**src/rtl/cluster_timer_arb_pkg.sv**
```systemverilog
// cluster_timer_arb_pkg: shared defaults, bundle types and width helper for the timer peripheral arbiter.
package cluster_timer_arb_pkg;

    localparam int NB_MASTERS_DEF = 4;
    localparam int ADDR_WIDTH_DEF = 32;
    localparam int DATA_WIDTH_DEF = 32;
    localparam int IDX_W          = $clog2(NB_MASTERS_DEF);

    typedef struct packed {
        logic [ADDR_WIDTH_DEF-1:0]   add;
        logic                        wen;
        logic [DATA_WIDTH_DEF-1:0]   wdata;
        logic [DATA_WIDTH_DEF/8-1:0] be;
    } req_bundle_t;

    typedef struct packed {
        logic                      opc;
        logic [DATA_WIDTH_DEF-1:0] rdata;
    } rsp_t;

    function automatic int idx_width(input int n);
        return (n > 1) ? $clog2(n) : 1;
    endfunction

endpackage

```
**src/rtl/cluster_timer_arb_idx_fifo.sv**
```systemverilog
// cluster_timer_arb_idx_fifo: in-order FIFO of granted master indices, head is the next response owner.
module cluster_timer_arb_idx_fifo
    import cluster_timer_arb_pkg::*;
#(
    parameter int DEPTH = 2,
    parameter int WIDTH = 2,
    parameter int CW    = $clog2(DEPTH + 1)
) (
    input  logic             clk_i,
    input  logic             rst_ni,
    input  logic             push,
    input  logic [WIDTH-1:0] wdata,
    input  logic             pop,
    output logic [WIDTH-1:0] head,
    output logic [CW-1:0]    count,
    output logic             full,
    output logic             empty
);

    localparam int PW = idx_width(DEPTH);

    logic [WIDTH-1:0] mem [DEPTH];
    logic [PW-1:0]    rd_q, wr_q;
    logic [CW-1:0]    count_q;
    logic             do_push, do_pop;

    function automatic logic [PW-1:0] ptr_next(input logic [PW-1:0] p);
        return (p == PW'(DEPTH - 1)) ? '0 : p + 1'b1;
    endfunction

    assign full    = (count_q == CW'(DEPTH));
    assign empty   = (count_q == '0);
    assign count   = count_q;
    assign head    = mem[rd_q];
    assign do_pop  = pop & ~empty;
    // a full FIFO still accepts a push when the head leaves in the same cycle
    assign do_push = push & (~full | do_pop);

    always_ff @(posedge clk_i or negedge rst_ni) begin
        if (!rst_ni) begin
            rd_q    <= '0;
            wr_q    <= '0;
            count_q <= '0;
        end else begin
            rd_q    <= do_pop ? ptr_next(rd_q) : rd_q;
            wr_q    <= do_push ? ptr_next(wr_q) : wr_q;
            count_q <= count_q + CW'(do_push) - CW'(do_pop);
        end
    end

    always_ff @(posedge clk_i) begin
        if (do_push) mem[wr_q] <= wdata;
    end

endmodule

```
**src/rtl/cluster_timer_periph_arb.sv**
```systemverilog
// cluster_timer_periph_arb: round-robin arbiter sharing the cluster timer slave port,
// routing in-order responses back to their issuing master and flagging protocol errors.
module cluster_timer_periph_arb
    import cluster_timer_arb_pkg::*;
#(
    parameter int NB_MASTERS      = NB_MASTERS_DEF,
    parameter int ADDR_WIDTH      = ADDR_WIDTH_DEF,
    parameter int DATA_WIDTH      = DATA_WIDTH_DEF,
    parameter int ID_WIDTH        = IDX_W,
    parameter int MAX_OUTSTANDING = 2
) (
    input  logic                              clk_i,
    input  logic                              rst_ni,
    input  logic [NB_MASTERS-1:0]             m_req_i,
    input  logic [NB_MASTERS*ADDR_WIDTH-1:0]  m_add_i,
    input  logic [NB_MASTERS-1:0]             m_wen_i,
    input  logic [NB_MASTERS*DATA_WIDTH-1:0]  m_wdata_i,
    input  logic [NB_MASTERS*DATA_WIDTH/8-1:0] m_be_i,
    output logic [NB_MASTERS-1:0]             m_gnt_o,
    output logic [NB_MASTERS-1:0]             m_r_valid_o,
    output logic                              m_r_opc_o,
    output logic [DATA_WIDTH-1:0]             m_r_rdata_o,
    output logic                              s_req_o,
    output logic [ADDR_WIDTH-1:0]             s_add_o,
    output logic                              s_wen_o,
    output logic [DATA_WIDTH-1:0]             s_wdata_o,
    output logic [DATA_WIDTH/8-1:0]           s_be_o,
    output logic [ID_WIDTH-1:0]               s_id_o,
    input  logic                              s_gnt_i,
    input  logic                              s_r_valid_i,
    input  logic                              s_r_opc_i,
    input  logic [ID_WIDTH-1:0]               s_r_id_i,
    input  logic [DATA_WIDTH-1:0]             s_r_rdata_i,
    output logic                              err_o
);

    localparam int IW = idx_width(NB_MASTERS);
    localparam int BW = DATA_WIDTH / 8;
    localparam int CW = $clog2(MAX_OUTSTANDING + 1);

    if (ID_WIDTH < $clog2(NB_MASTERS)) begin : g_id_chk
        $error("ID_WIDTH too narrow for NB_MASTERS");
    end
    if (NB_MASTERS < 2 || MAX_OUTSTANDING < 1) begin : g_param_chk
        $error("NB_MASTERS must be >= 2 and MAX_OUTSTANDING >= 1");
    end

    typedef struct packed {
        logic [ADDR_WIDTH-1:0] add;
        logic                  wen;
        logic [DATA_WIDTH-1:0] wdata;
        logic [BW-1:0]         be;
    } req_t;

    req_t          reqs [NB_MASTERS];
    req_t          sel;
    logic [IW-1:0] rr_ptr_q, winner, cand, head;
    logic [CW-1:0] count;
    logic          found, any_req, credit_ok, hs, pop, full, empty, err_q;

    for (genvar g = 0; g < NB_MASTERS; g++) begin : g_req
        assign reqs[g] = '{add:   m_add_i[g*ADDR_WIDTH +: ADDR_WIDTH],
                           wen:   m_wen_i[g],
                           wdata: m_wdata_i[g*DATA_WIDTH +: DATA_WIDTH],
                           be:    m_be_i[g*BW +: BW]};
    end

    // first requester at or above rr_ptr_q, wrapping modulo NB_MASTERS
    always_comb begin
        winner = rr_ptr_q;
        cand   = rr_ptr_q;
        found  = 1'b0;
        for (int k = 0; k < NB_MASTERS; k++) begin
            cand = IW'((int'(rr_ptr_q) + k) % NB_MASTERS);
            if (!found && m_req_i[cand]) begin
                winner = cand;
                found  = 1'b1;
            end
        end
    end

    // a response popping this cycle frees a slot for the same-cycle grant
    assign credit_ok = (count < CW'(MAX_OUTSTANDING)) | (full & s_r_valid_i);
    assign any_req   = |m_req_i;
    assign s_req_o   = any_req & credit_ok;
    assign hs        = s_req_o & s_gnt_i;
    assign pop       = s_r_valid_i & ~empty;
    assign sel       = any_req ? reqs[winner] : '0;

    assign s_add_o     = sel.add;
    assign s_wen_o     = sel.wen;
    assign s_wdata_o   = sel.wdata;
    assign s_be_o      = sel.be;
    assign s_id_o      = any_req ? ID_WIDTH'(winner) : '0;
    assign m_gnt_o     = hs ? NB_MASTERS'(1) << winner : '0;
    assign m_r_valid_o = pop ? NB_MASTERS'(1) << head : '0;
    assign m_r_opc_o   = s_r_opc_i;
    assign m_r_rdata_o = s_r_rdata_i;
    assign err_o       = err_q;

    always_ff @(posedge clk_i or negedge rst_ni) begin
        if (!rst_ni) begin
            rr_ptr_q <= '0;
            err_q    <= 1'b0;
        end else begin
            if (hs) rr_ptr_q <= (winner == IW'(NB_MASTERS - 1)) ? '0 : winner + 1'b1;
            // the FIFO head stays authoritative; a mismatched or orphan response is only flagged
            err_q <= err_q | (s_r_valid_i & (empty | (s_r_id_i != ID_WIDTH'(head))));
        end
    end

    cluster_timer_arb_idx_fifo #(
        .DEPTH (MAX_OUTSTANDING),
        .WIDTH (IW),
        .CW    (CW)
    ) u_fifo (
        .clk_i  (clk_i),
        .rst_ni (rst_ni),
        .push   (hs),
        .wdata  (winner),
        .pop    (s_r_valid_i),
        .head   (head),
        .count  (count),
        .full   (full),
        .empty  (empty)
    );

endmodule

```
**config.mk**
```make
export PLATFORM = sky130hd
export DESIGN_NAME = cluster_timer_periph_arb
export DESIGN_NICKNAME = d
export VERILOG_FILES = /design/src/rtl/cluster_timer_arb_pkg.sv /design/src/rtl/cluster_timer_arb_idx_fifo.sv /design/src/rtl/cluster_timer_periph_arb.sv
export SDC_FILE = /design/constraint.sdc
export NUM_CORES = 1
export LEC_CHECK = 0
export CORE_AREA = 2 2 170 172
export CTS_CLUSTER_SIZE = 14
export DETAILED_ROUTE_END_ITERATION = 16
export DIE_AREA = 0 0 172 174
export GPL_TIMING_DRIVEN = 0
export PLACE_DENSITY_LB_ADDON = 0.05
export SLEW_MARGIN = 15
export SYNTH_ARGS = -nofsm -noshare
export SYNTH_HDL_FRONTEND = slang
export SYNTH_SLANG_ARGS = --single-unit
```
**constraint.sdc**
```tcl
create_clock -name clk_i -period 3.2 [get_ports clk_i]
set_input_delay 0.32 -clock clk_i [delete_from_list [all_inputs] [get_ports clk_i]]
set_output_delay 0.32 -clock clk_i [all_outputs]
set_load 0.02 [all_outputs]
```
==> results of run 1 <==
[kinds of logic (layout without fill, tap and decap cells)]
kind of cell,after synthesis,after routing,synth area share (%)
flip-flops,11,11,9.551
XOR/XNOR,6,6,1.700
buffers and inverters,71,475,18.54
AO/OA/AOI/OAI,84,84,17.52
other,0,2,0
multiplexers,141,141,45.69
adder cells (fa/ha/maj),6,6,2.428
AND/OR/NAND/NOR,27,27,4.574
[where the power goes]
group	switching [uW]	leakage, uW	internal [uW]	total (uW)
sequential	45.2	0.000115	209	255
combinational	2250	0.00374	2120	4380
clock	58.3	0.0000382	167	225
[synthesized netlist by cell type (3+ instances only)]
library cell  instances
mux2i_1             140
o22ai_1              69
buf_4                33
clkbuf_1             13
buf_12                8
dfrtp_1               7
nor2_1                7
and3_1                6
ha_1                  6
nor2b_1               6
clkbuf_4              5
edfxtp_1              4
inv_1                 4
buf_2                 3
nand2_1               3
o21ai_1               3
xnor2_1               3
xor2_1                3
[metrics by stage]
step	hold slack (ns)	TNS, ns	cell area, um^2	instances	power [uW]
global route	0.3937	-0.003956	7869	1135	5164
detailed placement	0.4512	-27.63	7566	1129	4766
floorplan	0.02441	0	3092	346	2765
global placement	0.4446	-22.41	7566	1129	4762
CTS	0.3768	0	7692	1134	5056
finish	0.3687	0	7871	1136	4855
[routing by layer]
| metal | vias to the layer above | routed length (um) | part of all wire [%] | GRT usage (%) |
|---|---|---|---|---|
| met5 | - | 23 | 0.10 | 0 |
| met4 | 4 | 91 | 0.41 | 0.8403 |
| met3 | 8 | 1905 | 8.6 | 5.055 |
| met2 | 163 | 12770 | 57 | 28.50 |
| met1 | 1977 | 7481 | 34 | 13.26 |
| li1 | 2101 | - | - | - |
[final cells by class]
class	count	area (um^2)	area share (%)
repair buffers	400	4168	52.95
multi-input cells	264	2251	28.60
plain buffers	65	570.5	7.248
well taps	384	480.5	6.104
flip-flops and latches	11	295.3	3.751
clock buffers	4	78.83	1.001
inverters	6	22.52	0.2861
diodes	2	5.005	0.06358
[repair_timing]
action | 4_1_cts | 5_1_grt
resized for setup | 17 | 74
buffers inserted | 1 | 0
endpoints found under the setup margin | 74 | 68
cloned | 0 | 0
pin swaps | 1 | 0
[cells in the final DEF (no fill, tap or decap), drive strengths merged, types with 2 or more instances in the layout]
master / instances
buf: 48
o211ai: 2
xnor2: 3
inv: 6
clkdlybuf4s50: 330
and3: 6
nand2: 3
ha: 6
a21oi: 2
o21ai: 5
clkbuf: 22
diode: 2
nor3: 2
dfrtp: 7
o22ai: 69
edfxtp: 4
nor2b: 6
xor2: 3
dlygate4sd2: 5
nor2: 7
mux2i: 140
dlymetal6s2s: 64
a21o: 2
[registers in the layout (all words and copies together) (netlist names)]
register,flops
u_fifo.rd_q,1
u_fifo.wr_q,1
err_o,1
u_fifo.count,2
rr_ptr_q,2
u_fifo.mem,4
[final timing paths]
path / to / slack, ns
worst max-delay path: s_wen_o / 0.12
worst min-delay path: err_o / 0.37
worst max register to register: rr_ptr_q[1] / 1.04
worst min register to register: err_o / 0.45
max in group asynchronous: u_fifo.wr_q / 2.56
min in group clk_i: err_o / 0.45
==> flow_metrics.env, run 1 <==
export IMPL_status="completed"
export IMPL_drt_iter0_drc=94
export IMPL_crit_path_end_kind="output pin"
export IMPL_io_buffers=399
export IMPL_grt_setup_unrepaired="true"
export IMPL_tightest_slew_ns=0.5529
export IMPL_power_density_nw_per_um2=616.8
export IMPL_path_clk_slew_ns=0.04
export IMPL_slowest_delay_ns=0.63
export IMPL_yosysWarnings=0
export IMPL_placementRows=62
export IMPL_firstDrtPassIters=4
export IMPL_numClockSinks=11
export IMPL_path_buf_inv=5
export IMPL_crit_top_cell="clkdlybuf4s50_1"
export IMPL_synth_nets=671
export IMPL_yosysSeqAreaShare_pct=9.551
export IMPL_gr_total_overflow=0
export IMPL_finClkSkew_ns=0.005196
export IMPL_hold_class="input port to async pin"
export IMPL_place_congestion=0.7944
export IMPL_io_pins=433
export IMPL_period_needed_ns=3.076
export IMPL_cts_buffers_inserted=3
export IMPL_antenna_found_initial=3
export IMPL_slew_violations=0
export IMPL_critPathTopFamily="buffers and inverters"
export IMPL_hold_viol=0
export IMPL_crit_chain="clkdlybuf4s50_1, nor2_1, a211o_1, o211ai_2, buf_6, buf_12, buf_8, mux2i_1, o22ai_1, clkdlybuf4s50_1"
export IMPL_slowest_stage="clkdlybuf4s50_1"
export IMPL_ys_ff_latch=11
export IMPL_dp_hpwl_mm=19.46
export IMPL_cts_hold_buf=0
export IMPL_crit_start="m_req_i[0]"
export IMPL_ir_drop_uv=217.5
export IMPL_die_y_um=174
export IMPL_core_area_um2=28240
export IMPL_critPathLaunchType="input port"
export IMPL_cts_tree="yes"
export IMPL_grt_pass1_wl_mm=30.16
export IMPL_fin_ws_ns=0.1243
export IMPL_yosysTopAreaCell="mux2i_1"
export IMPL_wl_per_cell_um=19.61
export IMPL_synth_area_leaders="mux2i_1 45%, o22ai_1 14%, buf_4 8.0%"
export IMPL_dieWidth_um=172
export IMPL_r2r_cells=9
export IMPL_ys_types=35
export IMPL_crit_arrival_ns=2.76
export IMPL_grt_max_degree=12
export IMPL_max_freq_mhz=325.1
export IMPL_fin_nets=1076
export IMPL_leakage_uw=0.003894
export IMPL_async_flop_share_pct=63.64
export IMPL_finalWirelength_mm=22.28
export IMPL_timing_final_crit_share_pct=96.12
export IMPL_viasPerCell=3.744
export IMPL_first_global_vias=4595
export IMPL_cap_violations=0
export IMPL_antenna_left=0
export IMPL_worstReg2RegStart="rr_ptr_q[0]"
export IMPL_grt_usage_pct=13.81
export IMPL_max_slew_margin_pct=62.80
export IMPL_syn_avg_cell_area_um2=8.936
export IMPL_via_count=4253
export IMPL_root_buffer="clkbuf_16"
export IMPL_path_max_fanout=10
export IMPL_critical_path_depth=10
export IMPL_final_util_pct=27.88
export IMPL_drc_errors=0
export IMPL_dieArea_um2=29930
export IMPL_clk_latency_ns=0.24
export IMPL_synth_edf_count=4
export IMPL_cts_htree_levels=1
export IMPL_syn_area_um2=3092
export IMPL_syn_instance_count=346
export IMPL_crit_required_ns=2.88
export IMPL_dp_slack_ns=-0.5597
export IMPL_drive_gt1_share_pct=9.733
export IMPL_synth_top_cell_area_share_pct=45.33
export IMPL_clk_path_buf_depth=2
export IMPL_synth_ff_type="dfrtp_1"
export IMPL_fillers=3035
export IMPL_synthToLayoutAreaGrowth_pct=154.6
export IMPL_initial_core_util_pct=10.95
export IMPL_finalSetupViolCount=0
export IMPL_worstSetupPathType="input port to output pin"
Power figures use the tool's default switching activity.
==> run 2, diff against run 1 <==
--- a/config.mk
+++ b/config.mk
@@ -10,6 +10,7 @@
 export DETAILED_ROUTE_END_ITERATION = 16
 export DIE_AREA = 0 0 172 174
 export GPL_TIMING_DRIVEN = 0
+export MAX_ROUTING_LAYER = met4
 export PLACE_DENSITY_LB_ADDON = 0.05
 export SLEW_MARGIN = 15
 export SYNTH_ARGS = -nofsm -noshare
==> run 2 against run 1 <==
Worst setup slack gained 0.00090 ns. Largest power group unchanged. Sequential cell count is the same. Final cell count grew 0.18%. Die area is the same. Global-route usage grew 0.39 points. Power is essentially flat. Hold slack is essentially flat. Register-to-register slack is essentially flat. Critical endpoint unchanged. Clock power is essentially flat. Non-clock buffer count is the same. First-iteration DRC count grew 1.1%. Sequential share of layout area is essentially flat. Largest cell class unchanged.
==> flow_metrics.env, run 2 (synthesis results as in run 1) <==
export IMPL_via_count=4227
export IMPL_tightest_slew_ns=0.5691
export IMPL_reg2reg_to="rr_ptr_q[1]"
export IMPL_crit_chain="clkdlybuf4s50_1, nor2b_1, o21ai_1, a21o_1, nand2_2, buf_2, clkbuf_4, o22ai_1, clkdlybuf4s50_1"
export IMPL_swShare_pct=48.50
export IMPL_leakage_uw=0.003894
export IMPL_routed_wl_met3_mm=1.604
export IMPL_io_pins=433
export IMPL_highest_layer="met4"
export IMPL_crit_path_end_kind="output pin"
export IMPL_firstDrtPassIters=3
export IMPL_timing_hold_ws_ns=0.3686
export IMPL_pwr_share_comb_pct=90.1
export IMPL_power_frac_seq_pct=5.2
export IMPL_fillers=3034
export IMPL_final_util_pct=27.89
export IMPL_core_area_um2=28240
export IMPL_dieWidth_um=172
export IMPL_cap_violations=0
export IMPL_path_max_fanout=10
export IMPL_timing_final_crit_share_pct=96.09
export IMPL_r2r_cells=9
export IMPL_antenna_left=0
export IMPL_path_buf_inv=4
export IMPL_worstSetupPathType="input port to output pin"
export IMPL_slew_violations=0
export IMPL_route_met2_wl_mm=12.80
export IMPL_gr_total_overflow=0
export IMPL_wl_met1_mm=7.722
export IMPL_synthToLayoutAreaGrowth_pct=154.8
export IMPL_critPathLaunchType="input port"
export IMPL_cts_htree_levels=1
export IMPL_finClkSkew_ns=0.005565
export IMPL_clk_path_buf_depth=2
export IMPL_hold_class="input port to async pin"
export IMPL_status="completed"
export IMPL_r2r_setup_slack_ns=1.04
export IMPL_max_slew_margin_pct=61.71
export IMPL_final_cell_mix="330 x clkdlybuf4s50_1, 139 x mux2i_1, 69 x o22ai_1, 64 x dlymetal6s2s_1, 33 x buf_4"
export IMPL_cts_buffers_inserted=3
export IMPL_antenna_found_initial=3
export IMPL_worstReg2RegStart="rr_ptr_q[0]"
export IMPL_grt_pass1_wl_mm=30.04
export IMPL_io_buffers=399
export IMPL_grt_setup_unrepaired="true"
export IMPL_initial_core_util_pct=10.95
export IMPL_placementRows=62
export IMPL_path_clk_slew_ns=0.04
export IMPL_p_int_uw=2499
export IMPL_grt_max_degree=12
export IMPL_root_buffer="clkbuf_16"
export IMPL_final_common_cell="clkdlybuf4s50_1"
export IMPL_finalWirelength_mm=22.22
export IMPL_power_density_nw_per_um2=616.0
export IMPL_clockPowerShare_pct=4.6
export IMPL_hold_viol=0
export IMPL_wl_per_cell_um=19.52
export IMPL_crit_top_cell="clkdlybuf4s50_1"
export IMPL_drt_iter0_drc=95
export IMPL_slowest_stage="clkdlybuf4s50_1"
export IMPL_cts_tree="yes"
export IMPL_grt_usage_pct=14.20
export IMPL_drive_gt1_share_pct=9.733
export IMPL_switching_power_uw=2353
export IMPL_viasPerCell=3.714
export IMPL_slowest_delay_ns=0.58
export IMPL_critPathTopFamily="buffers and inverters"
export IMPL_largest_register_ffs=4
export IMPL_period_needed_ns=3.075
export IMPL_crit_required_ns=2.88
export IMPL_largest_register="u_fifo.mem"
export IMPL_crit_arrival_ns=2.75
export IMPL_drc_errors=0
export IMPL_numClockSinks=11
export IMPL_place_congestion=0.8057
export IMPL_dieArea_um2=29930
export IMPL_finalSetupViolCount=0
export IMPL_first_global_vias=4616
export IMPL_ir_drop_uv=216.8
export IMPL_die_y_um=174
export IMPL_dp_hpwl_mm=19.46
export IMPL_max_freq_mhz=325.2
export IMPL_clk_latency_ns=0.24
export IMPL_fin_nets=1076
run 2: final cells by class:
| type | count | area [um^2] | share of cell area [%] |
|---|---|---|---|
| inverter | 6 | 22.52 | 0.2859 |
| timing repair buffer | 400 | 4168 | 52.92 |
| antenna | 4 | 10.01 | 0.1271 |
| multi-input combinational | 264 | 2251 | 28.58 |
| clock buffer | 4 | 78.83 | 1.001 |
| tap | 384 | 480.5 | 6.100 |
| sequential | 11 | 295.3 | 3.749 |
| buffer | 65 | 570.5 | 7.244 |
run 2: timing repair:
action                                  in CTS  in global routing
setup buffers                                1                  0
hold endpoints to repair                     0                  0
pin swaps                                    1                  0
endpoints found under the setup margin      74                 68
hold buffers                                 0                  0
resized for setup                           17                 74
run 2: per-layer routing:
layer  up-vias  track usage (%)
met1      1960            13.84
li1       2102                -
met2       161            28.53
met4         0           0.8403
met3         4            3.985
met5         -                -
run 2: power groups by stage:
stage	logic, uW	registers [uW]	clock network, uW
final	4370	255	225
after global routing	4660	261	243
after CTS	4580	251	229
after detailed placement	4510	251	0
after global placement	4510	251	0
after floorplan	2520	242	0
run 2: how the worst max path moves through the flow:
| stage | start | to | cells past startpoint |
|---|---|---|---|
| finish | m_req_i[2] | s_wen_o | 9 |
| global route | m_req_i[2] | s_be_o[0] | 8 |
| CTS | m_req_i[2] | s_add_o[1] | 8 |
| detailed placement | m_req_i[2] | s_add_o[20] | 7 |
| global placement | m_req_i[2] | s_add_o[20] | 7 |
| floorplan | rr_ptr_q[0] | m_gnt_o[1] | 9 |
run 2: metrics by stage:
stage	setup WS [ns]	total power (uW)	cells	cell area [um^2]	setup TNS (ns)
3_5_place_dp	-0.5597	4766	1129	7566	-27.63
3_3_place_gp	-0.4907	4762	1129	7566	-22.41
5_1_grt	-0.004438	5162	1137	7874	-0.004438
2_1_floorplan	1.206	2765	346	3092	0
6_report	0.1252	4852	1138	7876	0
4_1_cts	0.003618	5056	1134	7692	0
==> run 3, diff against run 2 <==
--- a/config.mk
+++ b/config.mk
@@ -11,8 +11,8 @@
 export DIE_AREA = 0 0 172 174
 export GPL_TIMING_DRIVEN = 0
 export MAX_ROUTING_LAYER = met4
-export PLACE_DENSITY_LB_ADDON = 0.05
 export SLEW_MARGIN = 15
 export SYNTH_ARGS = -nofsm -noshare
 export SYNTH_HDL_FRONTEND = slang
 export SYNTH_SLANG_ARGS = --single-unit
+export TNS_END_PERCENT = 10
==> run 3 against run 2 <==
Via count grew 1.8%. Count of clock-buffer cells in the layout shrank 1. Cell area shrank 0.75%. Die area is the same. Hold slack lost 0.012 ns. Final cell count shrank 0.35%. Global-route usage shrank 2.5 points. Sequential power shrank 2%. First-iteration DRC count grew 7.4%. Wire length shrank 15%. Non-clock buffer count is the same. Combinational power shrank 3%. Critical endpoint is now m_gnt_o[3].
==> flow_metrics.env, run 3 (synthesis results as in run 1) <==
export IMPL_drc_errors=0
export IMPL_gr_total_overflow=0
export IMPL_path_max_fanout=11
export IMPL_dieWidth_um=172
export IMPL_fin_nets=1076
export IMPL_cts_htree_levels=1
export IMPL_firstDrtPassIters=4
export IMPL_power_density_nw_per_um2=606.9
export IMPL_largest_register="u_fifo.mem"
export IMPL_grt_usage_pct=11.75
export IMPL_clk_path_buf_depth=2
export IMPL_final_cell_mix="325 x clkdlybuf4s50_1, 137 x mux2i_1, 69 x o22ai_1, 51 x dlymetal6s2s_1, 33 x buf_4"
export IMPL_die_y_um=174
export IMPL_grt_pass1_wl_mm=25.82
export IMPL_placedInstanceArea_um2=7566
export IMPL_via_count=4304
export IMPL_n_antenna_cell=0
export IMPL_path_clk_slew_ns=0.04
export IMPL_hold_viol=0
export IMPL_final_util_pct=27.69
export IMPL_r2r_cells=9
export IMPL_initial_core_util_pct=10.95
export IMPL_timing_final_crit_share_pct=94.58
export IMPL_dp_cells=1129
export IMPL_largest_register_ffs=4
export IMPL_reg2reg_to="rr_ptr_q[1]"
export IMPL_r2r_setup_slack_ns=1.01
export IMPL_placementRows=62
export IMPL_stdcell_count=1134
export IMPL_clk_latency_ns=0.24
export IMPL_drive_gt1_share_pct=9.867
export IMPL_crit_required_ns=2.88
export IMPL_worstSetupPathType="input port to output pin"
export IMPL_crit_arrival_ns=2.71
export IMPL_grt_setup_unrepaired="false"
export IMPL_dp_hpwl_mm=16.15
export IMPL_hold_class="input port to async pin"
export IMPL_antenna_left=0
export IMPL_period_needed_ns=3.027
export IMPL_final_common_cell="clkdlybuf4s50_1"
export IMPL_finClkSkew_ns=0.001041
export IMPL_numClockSinks=11
export IMPL_ir_drop_uv=226.8
export IMPL_io_buffers=399
export IMPL_core_area_um2=28240
export IMPL_io_pins=433
export IMPL_critPathLaunchType="input port"
export IMPL_crit_path_end_kind="output pin"
export IMPL_viasPerCell=3.795
export IMPL_synthToLayoutAreaGrowth_pct=152.9
export IMPL_grt_max_degree=12
export IMPL_cap_violations=0
export IMPL_root_buffer="clkbuf_16"
export IMPL_max_freq_mhz=330.4
export IMPL_finalWirelength_mm=18.82
export IMPL_dieArea_um2=29930
export IMPL_fin_ws_ns=0.1735
export IMPL_drt_iter0_drc=102
export IMPL_antenna_found_initial=0
export IMPL_first_global_vias=4427
export IMPL_finalInstanceArea_um2=7818
export IMPL_max_slew_margin_pct=56.57
export IMPL_dp_slack_ns=-0.9404
export IMPL_timing_hold_ws_ns=0.3565
export IMPL_cts_buffers_inserted=3
export IMPL_cts_tree="yes"
export IMPL_worstReg2RegStart="rr_ptr_q[0]"
export IMPL_status="completed"
export IMPL_place_congestion=0.8011
export IMPL_wl_per_cell_um=16.59
export IMPL_leakage_uw=0.003777
export IMPL_tightest_slew_ns=0.6447
export IMPL_finalSetupViolCount=0
export IMPL_slew_violations=0
[run 3: cell count changes in the layout (fill, tap and decap cells not counted), sizes merged]
cell / before / now
diode: 4 / 0
clkdlybuf4s50: 330 / 325
clkbuf: 22 / 21
clkinv: 0 / 1
dlymetal6s2s: 64 / 51
dlygate4sd2: 5 / 23
[run 3: what timing repair did]
action | 4_1_cts | 5_1_grt
buffers inserted | 1 | 0
gates resized for setup | 35 | 61
endpoints found under the setup margin | 74 | 53
hold buffers | 0 | 0
pin swaps | 1 | 0
[run 3: stage by stage]
step                      power, uW  TNS (ns)
final                          4744         0
after global routing           5045         0
after CTS                      4887  -0.09255
after detailed placement       4670    -38.16
after global placement         4665    -36.18
after floorplan                2765         0
[run 3: power breakdown]
group          total (uW)  internal (uW)  leakage, uW  switching [uW]
logic                4260           2060      0.00362            2200
clock network         233            166    0.0000409            66.9
registers             250            209     0.000115            40.5
total                4740           2440      0.00378            2310
[run 3: final cells by class]
cell class | instances | area [um^2]
sequential | 11 | 295.3
clock buffer | 3 | 75.07
timing repair buffer | 400 | 4113
inverter | 6 | 22.52
buffer | 65 | 575.6
tap | 384 | 480.5
fill | 3074 | 20420
multi-input combinational | 264 | 2251
clock inverter | 1 | 5.005
[run 3: worst max path at each step]
| stage | startpoint | cells after the start | endpoint |
|---|---|---|---|
| floorplan | rr_ptr_q[0] | 9 | m_gnt_o[1] |
| global placement | m_req_i[2] | 7 | s_add_o[21] |
| detailed placement | m_req_i[2] | 7 | s_add_o[21] |
| CTS | m_req_i[0] | 10 | s_add_o[12] |
| global route | m_req_i[2] | 11 | m_gnt_o[1] |
| finish | m_req_i[2] | 11 | m_gnt_o[3] |
[run 3: layer usage]
metal	GRT usage, %	wire length (um)
met1	14.43	7786
met4	1.331	183
met3	1.230	1162
met2	21.20	9684
met5	-	0
[run 3: critical path, cell delays in order]
cell             delay (ns)
clkdlybuf4s50_1        0.58
nor2b_2                0.27
o21ai_1                0.11
o211ai_2               0.10
buf_6                  0.17
buf_12                 0.19
buf_8                  0.18
inv_2                  0.08
ha_1                   0.18
and3_1                 0.17
dlygate4sd2_1          0.32
